===== config.mk =====
export PLATFORM = sky130hd
export DESIGN_NAME = mem_port_arbiter
export DESIGN_NICKNAME = d
export VERILOG_FILES = /design/src/rtl/mem_arb_pkg.sv /design/src/rtl/arb_rr2.sv /design/src/rtl/mem_port_arbiter.sv
export SDC_FILE = /design/constraint.sdc
export NUM_CORES = 1
export LEC_CHECK = 0
export CORE_ASPECT_RATIO = 1.75
export CORE_MARGIN = 4
export CORE_UTILIZATION = 35
export CTS_BUF_LIST = sky130_fd_sc_hd__clkbuf_8
export DETAILED_ROUTE_END_ITERATION = 10
export PLACE_DENSITY = 0.74
export SYNTH_ARGS = -nofsm -noshare
export SYNTH_HDL_FRONTEND = slang
export SYNTH_SLANG_ARGS = --single-unit

===== constraint.sdc =====
create_clock -name clk -period 1.6 [get_ports clk]
set_input_delay 0.32 -clock clk [delete_from_list [all_inputs] [get_ports clk]]
set_output_delay 0.32 -clock clk [all_outputs]
set_load 0.02 [all_outputs]

===== src/rtl/mem_arb_pkg.sv =====
// Shared types for the two-port memory arbiter: FSM states, port identities
// and the byte-strobe width.
package mem_arb_pkg;

    localparam int STRB_W = 4;

    typedef enum logic [1:0] {
        IDLE = 2'd0,
        REQ  = 2'd1,
        RESP = 2'd2,
        DONE = 2'd3
    } arb_state_t;

    typedef enum logic {
        OWN_IF   = 1'b0,
        OWN_DATA = 1'b1
    } arb_owner_t;

endpackage


===== src/rtl/arb_rr2.sv =====
// Two-requester round-robin grant: a lone requester wins, on contention the
// port that did not own the previous transaction wins.
module arb_rr2
    import mem_arb_pkg::*;
(
    input  logic       req_if,
    input  logic       req_data,
    input  arb_owner_t last_owner,
    output logic       grant_valid,
    output arb_owner_t grant
);

    // NOTE: every output of a combinational block gets a default first, so no path can infer a latch.
    always_comb begin
        grant_valid = req_if | req_data;
        grant       = OWN_IF;
        if (req_if && req_data) begin
            grant = (last_owner == OWN_IF) ? OWN_DATA : OWN_IF;
        end else if (req_data) begin
            grant = OWN_DATA;
        end
    end

endmodule


===== src/rtl/mem_port_arbiter.sv =====
// Shares one single-outstanding memory port between the instruction-fetch port
// and the load/store port, alternating fairly under contention.
module mem_port_arbiter
    import mem_arb_pkg::*;
#(
    parameter int ADDR_W = 32,
    parameter int DATA_W = 32
) (
    input  logic              clk,
    input  logic              rst_n,
    // instruction fetch port
    input  logic              if_req,
    input  logic [ADDR_W-1:0] if_addr,
    output logic              if_rvalid,
    output logic [DATA_W-1:0] if_rdata,
    // load/store port
    input  logic              rready_cpu,
    input  logic              wvalid_cpu,
    input  logic [ADDR_W-1:0] addr_cpu,
    input  logic [DATA_W-1:0] wdata_cpu,
    input  logic [STRB_W-1:0] strb_cpu,
    output logic              rvalid_cpu,
    output logic [DATA_W-1:0] rdata_cpu,
    output logic              wready_cpu,
    // memory port
    output logic              mem_req_valid,
    input  logic              mem_req_ready,
    output logic              mem_we,
    output logic [ADDR_W-1:0] mem_addr,
    output logic [DATA_W-1:0] mem_wdata,
    output logic [STRB_W-1:0] mem_strb,
    input  logic              mem_resp_valid,
    input  logic [DATA_W-1:0] mem_rdata
);

    arb_state_t state, state_next;
    arb_owner_t owner, last_owner, grant;
    logic       grant_valid;

    arb_rr2 u_arb (
        .req_if     (if_req),
        .req_data   (rready_cpu | wvalid_cpu),
        .last_owner (last_owner),
        .grant_valid(grant_valid),
        .grant      (grant)
    );

    // NOTE: sequential state uses non-blocking assignments so all registers update together at the edge.
    always_ff @(posedge clk or negedge rst_n) begin
        if (!rst_n) begin
            state <= IDLE;
        end else begin
            state <= state_next;
        end
    end

    always_comb begin
        state_next = state;
        unique case (state)
            IDLE:    if (grant_valid)    state_next = REQ;
            REQ:     if (mem_req_ready)  state_next = RESP;
            RESP:    if (mem_resp_valid) state_next = DONE;
            DONE:                        state_next = IDLE;
            default:                     state_next = IDLE;
        endcase
    end

    // NOTE: data registers are reset too, so no stale address or read data is visible after reset.
    always_ff @(posedge clk or negedge rst_n) begin
        if (!rst_n) begin
            owner         <= OWN_IF;
            last_owner    <= OWN_DATA;
            mem_req_valid <= 1'b0;
            mem_we        <= 1'b0;
            mem_addr      <= '0;
            mem_wdata     <= '0;
            mem_strb      <= '0;
            if_rvalid     <= 1'b0;
            if_rdata      <= '0;
            rvalid_cpu    <= 1'b0;
            rdata_cpu     <= '0;
            wready_cpu    <= 1'b0;
        end else begin
            if_rvalid  <= 1'b0;
            rvalid_cpu <= 1'b0;
            wready_cpu <= 1'b0;
            case (state)
                IDLE: begin
                    if (grant_valid) begin
                        owner         <= grant;
                        mem_req_valid <= 1'b1;
                        if (grant == OWN_IF) begin
                            mem_addr  <= if_addr;
                            mem_we    <= 1'b0;
                            mem_wdata <= '0;
                            mem_strb  <= '0;
                        end else begin
                            // a simultaneous load and store resolves to the store
                            mem_addr  <= addr_cpu;
                            mem_we    <= wvalid_cpu;
                            mem_wdata <= wvalid_cpu ? wdata_cpu : '0;
                            mem_strb  <= wvalid_cpu ? strb_cpu : '0;
                        end
                    end
                end
                REQ: begin
                    if (mem_req_ready) begin
                        mem_req_valid <= 1'b0;
                    end
                end
                RESP: begin
                    if (mem_resp_valid) begin
                        if (owner == OWN_IF) begin
                            if_rvalid <= 1'b1;
                            if_rdata  <= mem_rdata;
                        end else if (mem_we) begin
                            wready_cpu <= 1'b1;
                        end else begin
                            rvalid_cpu <= 1'b1;
                            rdata_cpu  <= mem_rdata;
                        end
                    end
                end
                DONE: begin
                    last_owner <= owner;
                end
                default: ;
            endcase
        end
    end

endmodule


==> results.txt <==
- The run finished with clean final reports.
- The worst path uses 98.2% of the clock period.
- The wire-length estimate of the detail-placed layout is 12400 um.
* Growth of design area from synthesis to finish: 61.5%
- The worst setup path is launched from a flop.
- The first global-routing pass estimated 25500 um of wire.
- The setup path with the least slack is of type reg -> reg.
- Post-synth design cell area: 5620 um^2
- Across the run, the number of max-cap violations was 0.
* Vias in the first global route: 4803
* Delay-heaviest family, CP: flip-flops
- Number of sinks on the clock net: 141
- Die outline width: 104 um
- Distinct cells, synth: 27
* Pin count of the biggest net entering global routing: 48
- For this run, the top clock speed supported by timing is 0.637 GHz.
* Final Wtd Congestion: 0.794
- In this run the tightest slew margin relative to its limit is 69.2%.
* Synthesized net count: 533
* Sequential area share after synthesis: 62.8%
- After clock tree synthesis, the clock-pin slew on the worst setup and hold paths is 0.09 ns.
- Clk_skew: 0.0162 ns
- On the worst path, the slowest cell contributes a delay of 0.43 ns.
* Leading cell type in the layout, fill and taps excluded: dfrtp_1
* Min-delay worst type: in -> async
- Number of storage elements in the synthesis netlist: 141
- Average size of a mapped cell: 14.4 um^2
- Number of antenna cells inserted: 0
* Number of levels the H-tree was split into: 4
- Routed wirelength normalized by instance count: 17.9 um
- Arrival @ worst endpoint: 1.86 ns
- For this block, the initial DRC count from the detailed router was 86.
- The number of pins with negative max-slew slack in the final report is 0.
- In the routed layout, each cell is associated on average with a via count of 4.81.
- Unrepaired setup endpoints after global routing: yes
* Clock buffer count from CTS: 17
- Pin placement for this block handled 276 I/O pins.
* Placeable Area: 15800 um^2
- The critical path contains buffers and inverters numbering 2 combined.
- Synth Instances: 390
* Total count of hold-check failures in the final report: 0
* Number of remaining DRC errors: 0
- Initial antenna violation count: 0
- Worst IR drop on VDD: 0.875 mV
- CTS tree: done
- The final layout contains routed wiring with a total length of 15900 um.
* Total power divided by cell area: 1980 nW/um^2
- Most frequent cells in the layout: 139 x dfrtp_1, 137 x clkdlybuf4s50_1, 137 x dlygate4sd2_1
- Max Root-Sink Buffers: 2
- Once the floorplan was initialized, standard cells occupied 35.6% of the core.
- Static leakage power: 4.39 nW
- Port Buffers: 275
* Placed insts: 858
* Number of warning messages in the yosys log: 0
- Cell Rows: 61
* Number of nets in the layout: 834
- Clock tree synthesis selected as its root buffer the cell clkbuf_8.
- In the final layout, the share of cells above drive strength 1 is 19.9%.
- The worst path needs 1.57 ns of the cycle, external delays included.
- The die covers 18200 um^2.
- STA classifies the critical path endpoint as a flop.
- Chain of cells forming the critical path: inv_2, buf_6, ha_4, nor2b_4, a221oi_4, mux2_4
- The routed layout has 4294 vias.
* Cell with the largest stage delay on the worst path: dfrtp_2
* Worst-skew pair later-pin latency: 0.41 ns
- The design draws 0.0180 W.
* Maximum fanout along the worst path: 4
* Die outline height: 176 um
- Required time reported for the critical path endpoint: 1.89 ns
* Slew @ Worst Pin: 0.458 ns
- Overall global routing resource usage: 17.6%
- Overflow after GRT: 0
- Number of iterations in the first detailed-routing pass: 4
- Excluding fillers, the count of instances in the completed layout stands at 892.
- In this run the remaining antenna-violating nets after routing total 0.
- Setup violations remaining at the end of the flow were counted as 0.
## final timing paths
check                                end  cells after the start  slack, ns        start
max in group asynchronous  mem_wdata[28]                      3       0.69        rst_n
min                        rdata_cpu[18]                      2       0.33        rst_n
max                             state[1]                      6       0.03     state[1]
min reg2reg                  mem_addr[6]                      2       0.49  mem_addr[6]
max reg2reg                     state[1]                      6       0.03     state[1]
min in group clk             mem_addr[6]                      2       0.49  mem_addr[6]
## cells in the mapped netlist, drive strengths merged
cell	instances	area [um^2]
a21boi	1	7.51
a21o	2	15.0
a21oi	1	16.3
a221oi	1	15.0
a22o	36	315
and4	1	8.76
buf	21	174
clkbuf	2	10.0
dfrtp	140	3500
dfstp	1	26.3
ha	4	50.1
inv	7	26.3
mux2	66	743
mux2i	32	320
nand2	34	128
nand3b	1	7.51
nand4b	1	15.0
nor2b	1	6.26
nor3	1	5.00
o21ai	34	170
o2bb2ai	1	27.5
o31ai	1	21.3
o32a	1	10.0
## power breakdown
group	total, W	switching (W)	internal (W)
clock network	0.00288	0.00142	0.00146
registers	0.00629	0.000938	0.00535
logic	0.00882	0.00473	0.00409
## metrics by stage
step	TNS, ns	cell area [um^2]	hold WS [ns]	utilization, %	worst slack, ns
2_1_floorplan	0	5620	0.0244	-	0.0357
3_3_place_gp	-15.90	8760	0.208	55.4	-0.216
3_5_place_dp	-19.77	8760	0.210	55.4	-0.298
4_1_cts	-0.0513	9020	0.314	57.1	-0.0413
5_1_grt	-0.0140	9080	0.304	57.5	-0.0140
6_report	0	9080	0.334	57.5	0.0294
## kinds of logic after synthesis
family          count (synthesis)  share of synthesized area, %
compound gates                 78                          10.6
mux                            98                          18.9
flops                         141                          62.8
buf+inv                        30                          3.74
simple gates                   39                          3.03
fa+ha+maj                       4                         0.890
## what timing repair did
action | in CTS | in global routing
buffers inserted | 1 | 1
resized for setup | 140 | 11
gates cloned | 0 | 0
hold buffers | 1 | 0
pin swaps | 0 | 1
endpoints found under the hold margin | 20 | 0
endpoints found under the setup margin | 141 | 80
## routing by layer
metal / part of all wire (%) / wire [um] / track usage, % / vias up
met3: 5.8 / 919 / 5.19 / 17
met5: 0 / 0 / 0 / -
met1: 36 / 5730 / 18.4 / 2093
li1: - / - / - / 2013
met4: 2.0 / 320 / 5.82 / 0
met2: 56 / 8960 / 33.3 / 171
## cell type report
cell class                      instances  area, um^2
Clock buffer                           18         248
Clock inverter                         13         156
Fill cell                            1376        6720
Inverter                                7        26.3
Multi-Input combinational cell        219        1940
Sequential cell                       141        3530
Tap cell                              189         236
Timing Repair Buffer                  305        2940
## flip-flops by register name, indices dropped and copies added (netlist names)
| register | count |
|---|---|
| if_rdata | 32 |
| mem_addr | 32 |
| mem_wdata | 32 |
| rdata_cpu | 32 |
| mem_strb | 4 |
| state | 2 |
| if_rvalid | 1 |
| last_owner | 1 |
| mem_req_valid | 1 |
| mem_we | 1 |
| owner | 1 |
| rvalid_cpu | 1 |
| wready_cpu | 1 |
Note: power is estimated with default switching activity, not from simulation.
